$ cat src/rtl/ghr_checkpoint.sv
// Speculative global branch-history register with a per-branch checkpoint
// queue. Fetch shifts predictions in, out-of-order resolution repairs the
// history from the mispredicting branch's checkpoint, and in-order retirement
// builds the committed history that a full flush falls back to.
module ghr_checkpoint #(
    parameter int GHR_LEN    = 16,
    parameter int CKPT_DEPTH = 8,
    localparam int ID_W      = $clog2(CKPT_DEPTH)
) (
    input  logic               clk,
    input  logic               rst,
    input  logic               i_predict_valid,
    input  logic               i_predict_taken,
    output logic [ID_W-1:0]    o_ckpt_id,
    output logic               o_full,
    input  logic               i_resolve_valid,
    input  logic [ID_W-1:0]    i_resolve_id,
    input  logic               i_resolve_mispredict,
    input  logic               i_resolve_taken,
    input  logic               i_flush,
    output logic [GHR_LEN-1:0] o_ghr,
    output logic [GHR_LEN-1:0] o_committed_ghr
);

    localparam logic [ID_W:0] PTR_ONE = {{ID_W{1'b0}}, 1'b1};

    // Pointers carry a wrap bit above the slot index so full and empty differ.
    logic [ID_W:0]          head, tail;
    logic [ID_W-1:0]        head_slot, tail_slot;

    logic [GHR_LEN-1:0]     ckpt_q [CKPT_DEPTH];
    logic [CKPT_DEPTH-1:0]  dir_q, valid_q, res_q;

    logic                   res_ok, mispredict, pred_ok, retire;
    logic                   id_wrap;
    logic [ID_W:0]          mis_tail;
    logic [ID_W-1:0]        id_age;
    logic [CKPT_DEPTH-1:0]  squash;

    assign head_slot = head[ID_W-1:0];
    assign tail_slot = tail[ID_W-1:0];
    assign o_ckpt_id = tail_slot;
    assign o_full    = (head_slot == tail_slot) && (head[ID_W] != tail[ID_W]);

    // Qualify the incoming events; flush is applied on top in the register block.
    always_comb begin
        res_ok     = i_resolve_valid && valid_q[i_resolve_id];
        mispredict = res_ok && i_resolve_mispredict;
        pred_ok    = i_predict_valid && !o_full && !i_flush && !mispredict;
        // Retire looks only at state registered before this cycle.
        retire     = valid_q[head_slot] && res_q[head_slot];
        // A valid id lies in [head, tail): slots below head's slot sit one lap ahead.
        id_wrap    = (i_resolve_id >= head_slot) ? head[ID_W] : ~head[ID_W];
        mis_tail   = {id_wrap, i_resolve_id} + PTR_ONE;
        id_age     = i_resolve_id - head_slot;
    end

    // Entries strictly younger than the resolving branch (by age from head).
    always_comb begin
        logic [ID_W-1:0] age;
        squash = '0;
        age    = '0;
        for (int s = 0; s < CKPT_DEPTH; s++) begin
            age       = ID_W'(s) - head_slot;
            squash[s] = (age > id_age);
        end
    end

    // Queue, speculative and committed history state.
    always_ff @(posedge clk) begin
        if (rst) begin
            head            <= '0;
            tail            <= '0;
            o_ghr           <= '0;
            o_committed_ghr <= '0;
            valid_q         <= '0;
            res_q           <= '0;
            dir_q           <= '0;
        end else if (i_flush) begin
            o_ghr   <= o_committed_ghr;
            tail    <= head;
            valid_q <= '0;
            res_q   <= '0;
        end else begin
            if (mispredict) begin
                o_ghr                <= {ckpt_q[i_resolve_id][GHR_LEN-2:0], i_resolve_taken};
                dir_q[i_resolve_id]  <= i_resolve_taken;
                tail                 <= mis_tail;
                valid_q              <= valid_q & ~squash;
                res_q                <= res_q & ~squash;
            end else if (pred_ok) begin
                ckpt_q[tail_slot]  <= o_ghr;
                dir_q[tail_slot]   <= i_predict_taken;
                valid_q[tail_slot] <= 1'b1;
                res_q[tail_slot]   <= 1'b0;
                o_ghr              <= {o_ghr[GHR_LEN-2:0], i_predict_taken};
                tail               <= tail + PTR_ONE;
            end
            if (res_ok) begin
                res_q[i_resolve_id] <= 1'b1;
            end
            // Later bit writes override the vector-wide squash above.
            if (retire) begin
                o_committed_ghr    <= {o_committed_ghr[GHR_LEN-2:0], dir_q[head_slot]};
                valid_q[head_slot] <= 1'b0;
                res_q[head_slot]   <= 1'b0;
                head               <= head + PTR_ONE;
            end
        end
    end

endmodule

$ cat config.mk
export PLATFORM = sky130hd
export DESIGN_NAME = ghr_checkpoint
export DESIGN_NICKNAME = d
export VERILOG_FILES = /design/src/rtl/ghr_checkpoint.sv
export SDC_FILE = /design/constraint.sdc
export NUM_CORES = 1
export LEC_CHECK = 0
export CORE_MARGIN = 2
export CORE_UTILIZATION = 40
export CTS_CLUSTER_DIAMETER = 50
export DETAILED_ROUTE_END_ITERATION = 8
export GPL_TIMING_DRIVEN = 0
export SLEW_MARGIN = 20
export SYNTH_ARGS = -nofsm -noshare
export SYNTH_HDL_FRONTEND = slang
export SYNTH_SLANG_ARGS = --single-unit
$ cat constraint.sdc
create_clock -name clk -period 4.8 [get_ports clk]
set_input_delay 0.72 -clock clk [delete_from_list [all_inputs] [get_ports clk]]
set_output_delay 0.72 -clock clk [all_outputs]
set_load 0.01 [all_outputs]
---- Word level (Yosys, flattened, before mapping) ----
Memories as Yosys holds them, arrays and structs flattened.
Index checks and enable logic that the tools add are counted.
cells by class
  add/sub/neg operators ................... 12
  $lt $le $gt $ge ......................... 15
  equality and inequality tests ........... 2
  multiplexer cells ....................... 43
  bitwise gates (word level) .............. 12
  reductions and logical operators ........ 18
operators by type and width
  cell                                                                                 number
  8-bit two-way mux                                                                    15
  16-bit two-way mux                                                                   3
  8-bit bitwise AND                                                                    5
  3-bit greater-than comparator                                                        8
  8-bit inverter                                                                       3
  8-bit bitwise mux                                                                    2
  8-bit OR                                                                             2
  1-bit two-way mux                                                                    13
  4-bit by 1-bit adder with 4-bit output, second input constant                        3
  1-bit binary-select mux with 3-bit select                                            4
  3-bit by 4-bit less-than comparator with 1-bit output, second input constant         3
  4-bit two-way mux                                                                    3
  3-bit subtractor, first input constant                                               4
  1-bit logical AND                                                                    10
  1-bit demux with 3-bit select                                                        3
  3-bit by 1-bit greater-or-equal comparator with 1-bit output, second input constant  3
  1-bit by 3-bit subtractor with 3-bit output, first input constant                    2
  2-bit by 3-bit subtractor with 3-bit output, first input constant                    2
  2-bit AND reduction                                                                  2
  3-bit equality test                                                                  1
  3-bit greater-or-equal comparator                                                    1
  1-bit zero test                                                                      3
  3-bit nonzero test                                                                   1
  3-bit subtractor                                                                     1
  other kinds (4)                                                                      5
word-level totals
  register bits ........................... 64
  memory bits (writable) .................. 128
  bits of input ports ..................... 11
  output and inout bits ................... 36
  logic and storage cells ................. 110
  memories kept ........................... 1
memory list
  name    depth  width  read ports  clocked after memory_dff  write ports  RTL line  RTL
  ckpt_q  8      16     1           0                         1            31        logic [GHR_LEN-1:0] ckpt_q [CKPT_DEPTH];

---- Logic depth before layout (Yosys ltp) ----
  word-level depth ........................ 16
  gate-level depth with buffers ........... 15
  gate-level depth less buffers ........... 12

---- Least setup slack after synthesis ----
Ideal clock, no wire load.
  path kind ............................... input to register
  start point ............................. input port i_resolve_id[0]
  end point ............................... register res_q[5]
  setup time .............................. 0.135 ns
  arrival time ............................ 3.431 ns
  path slack .............................. 1.233 ns
  cell stages on the path ................. 15
  cells stage by stage .................... buf_6 buf_4 inv_1 clkbuf_1 ha_1 inv_1 fa_1 inv_1 ha_1 nor2b_1 o2bb2ai_1 maj3_1 nand2b_1 a31oi_1 a211oi_1
on the way
  cells in the longest elaborated chain, start to end .. 16
  elaborated cells between the ends (all ways) .. 25
  those cells by class .................... add/sub (1); order compare (3); mux (12); bitwise (4); reduce/logical (5)
RTL lines
  element                                                    RTL line  RTL
  start, declared                                            17        input logic [ID_W-1:0] i_resolve_id,
  branches (longest 11 deep; another with 3-bit subtractor)  n/a
  8-bit two-way mux *                                        99        if (res_ok) begin
  8-bit two-way mux *                                        79        end else if (i_flush) begin
  8-bit two-way mux *                                        71        if (rst) begin
  8-bit bitwise AND (no source line)                         n/a
  8-bit two-way mux *                                        103       if (retire) begin
  end signal, assigned                                       90        res_q <= res_q & ~squash;
  end, declared                                              32        logic [CKPT_DEPTH-1:0] dir_q, valid_q, res_q;
Every way passes the cells marked *. The select of a mux whose other input is x is not followed.
A chain may end at the register's enable or synchronous reset.

---- Final worst setup path ----
Ends and elaborated chain as after synthesis.

==> flow_summary.ini <==
[yosys]
async_set_or_reset_register_ratio_after_synthesis_pct = 0
ys_seq_elements = 184
yosysTopAreaCellShare_pct = 40.8
top_area_cells_in_the_synthesized_netlist = edfxtp_1 (41%), dfxtp_1 (15%), mux2i_1 (6.1%)
ys_top_cells_by_count = edfxtp_1 (120), dfxtp_1 (64), nor2_1 (63)
synth_warnings = 0
post_synth_simple_gate_area_pct = 10.4
netlist_area_um2 = 8830
post_synth_inst_count = 728
muxShareOfSynthArea_pct = 11.0
synth_cell_type_count = 80
yosys_most_used_dff = edfxtp_1
yosysSeqAreaShare_pct = 55.3
synth_edf_count = 120
yosys.area.top_type = edfxtp_1
postSynthAreaPerCell_um2 = 12.1
synthesis.nets = 760
synth.most_common_cell = edfxtp_1
synth_top_family_by_area = compound AO/OA/AOI/OAI gates
synth_compound_area_share_pct = 13.5
synth_fa_ha_area_share_pct = 3.40
synthesized_area_fraction_occupied_by_xor_and_xnor_cells_pct = 1.59

[global_routing]
gr-usage-all-layers_pct = 22.2
grt_antenna_before_repair = 0
via_count_of_the_first_global_routing_pass = 6395
grt_start_max_net_pins = 18
grt_first_pass_wirelength_um = 39100
globalRoute.totalOverflow = 0

[critical_path]
arrival_ns = 4.51
r2r-end = res_q[5]
setup.worst_path.start = i_resolve_id[0]
worst-setup-path-type = input port to flop
timing.reg2reg.setup_slack_ns = 1.66
worstSetupStartpointType = input port
required_ns = 5.08
worstSetupEndpoint = res_q[5]
max_fanout_on_critical_path = 10
worst-r2r-cell-count = 11
r2r_path_start = head[1]
critical_path.endpoint_type = flop

[sta]
period_minus_slack_ns = 4.23
setup_viol = 0
max-slew-margin-rel_pct = 31.2
finalHoldWorstSlack_ns = 0.490
timing_max_transition_violations_final = 0
clock_skew_ns = 0.0107
timing_hold_violations_final = 0
clock.fmax_mhz = 237
rsz0062_at_grt = no
layout_worst_path_cycle_share_pct = 88.1
tightest_slew_ns = 1.03

[cts]
cts.sink_count = 184
htree_num_levels = 4
cts-root-buf = clkbuf_16
cts.path.max_buffers = 2
post_cts_buffers = 0
cts_tree = done
number_of_clock_buffers_inserted_by_tritoncts = 17
clock_network_latency_to_the_later_pin_of_the_worst_skew_pair_ns = 0.43
postCtsResizedCells = 0
hold_buffers = 0
path_clk_slew_ns = 0.07

[detailed_routing]
viasPerCell = 5.83
drt_drc_violations_left = 0
totalWireLength_um = 25700
drt_pass1_iterations = 5
detail_route.iter0.violations = 607
antenna_nets_post_route = 0
dr_total_vias = 6377
routed_wire_length_per_instance_um = 23.5

[hold_path]
min_delay_path_class = flop to flop

[die]
starting_density_of_the_core_pct = 40.6
floorplan.core_area_um2 = 21800
die_x_um = 153
die_y_um = 153
rows = 54
floorplan.die_area_um2 = 23300
i_o_pin_total = 47

[placement]
gp_congestion = 0.915
placed_area_um2 = 9750
io_buffers = 45
post-dp-hpwl_um = 18700

[final_layout]
antenna_cells = 0
layout_cells_sized_above_1_pct = 15.7
num-fill-cells = 1983
p_r_area_growth_vs_syn_pct = 16.9
final_design_area_no_fill_um2 = 10300
finalCoreUtilization_pct = 47.4
num-nets-final = 832

[power]
ir_worst_vdd_v = 0.000356
power.density_cell_area_nw_per_um2 = 317
leakage_power_uw = 0.00343

[outcome]
run_status = completed

[flow_run]
maxCapViolCount = 0
[per-layer routing]
metal	up-vias	wire length [µm]	GRT usage, %
met4	0	553	6.17
met2	200	12800	38.0
met1	3250	11300	29.3
li1	2896	-	-
met3	31	1120	3.64
met5	-	0	0
[sequential cells by signal, summed over array words and instances (netlist names)]
| name | count |
|---|---|
| o_ghr | 16 |
| valid_q | 8 |
| ckpt_q | 120 |
| dir_q | 8 |
| tail | 4 |
| o_committed_ghr | 16 |
| head | 4 |
| res_q | 8 |
[worst min path at each step]
stage / end / slack [ns] / cells past startpoint / startpoint
floorplan: valid_q[0] / 0.46 / 2 / valid_q[0]
global placement: valid_q[0] / 0.47 / 2 / valid_q[0]
detailed placement: valid_q[3] / 0.48 / 2 / valid_q[3]
CTS: valid_q[3] / 0.49 / 2 / valid_q[3]
global route: valid_q[3] / 0.51 / 2 / valid_q[3]
finish: valid_q[3] / 0.49 / 2 / valid_q[3]
[metrics by stage]
step	worst slack [ns]	cells	power (µW)	setup TNS [ns]
after floorplan	1.23	728	1860	0
after global placement	-0.656	1053	1930	-9.83
after detailed placement	0.177	1061	1940	0
after CTS	0.599	1093	3280	0
after global routing	0.368	1093	3370	0
final	0.573	1093	3270	0
[where the power goes]
part           switching [µW]  internal, µW
clock                     639           731
combinational             137          80.6
sequential               7.01          1680
total                     784          2490
[cell usage in the layout (no fill, tap or decap), types with 4 or more instances in the layout]
cell type	instances
edfxtp_1	120
dfxtp_1	64
mux2_2	10
a21oi_1	30
inv_1	14
buf_4	9
nor2_1	57
clkinv_1	4
o22ai_1	16
nand2_1	60
mux4_2	13
a211oi_1	9
clkbuf_16	17
nand3_1	17
o31ai_1	4
clkdlybuf4s50_1	45
nor2_2	6
and3_1	8
nand4_1	5
o311a_1	5
buf_2	17
nor3_1	9
a311oi_1	5
o21ai_0	14
xnor2_1	7
xor2_1	9
ha_1	20
nor2b_1	12
a31oi_1	13
mux2i_1	54
o21bai_1	4
clkbuf_1	18
a221oi_1	11
buf_6	13
[critical path: stages]
cell and delay (ns):
clkdlybuf4s50_1 0.45, buf_6 0.17, buf_4 0.20, inv_1 0.12, clkbuf_1 0.49, ha_1 0.32
inv_1 0.07, fa_1 0.48, inv_1 0.08, ha_1 0.32, nor2b_1 0.18, o2bb2ai_1 0.09
maj3_1 0.36, nand2b_1 0.19, a31oi_1 0.19, a211oi_1 0.07
[cell type report]
type / instances / area (µm²) / area share (%)
Clock inverter: 14 / 141 / 1.37
Multi-Input combinational cell: 474 / 3530 / 34.3
Clock buffer: 18 / 429 / 4.16
Tap cell: 280 / 350 / 3.40
Sequential cell: 184 / 4880 / 47.3
Buffer: 54 / 367 / 3.55
Timing Repair Buffer: 53 / 552 / 5.35
Inverter: 16 / 60.1 / 0.582
[kinds of logic after synthesis]
| group | count (synthesis) |
|---|---|
| and+or+nand+nor | 195 |
| muxes | 79 |
| buffers and inverters | 70 |
| DFF | 184 |
| xor gates and xnor gates | 16 |
| AOI/OAI and AO/OA | 160 |
| adders and majority gates | 24 |
No activity file was read; power rests on OpenSTA's default activity.
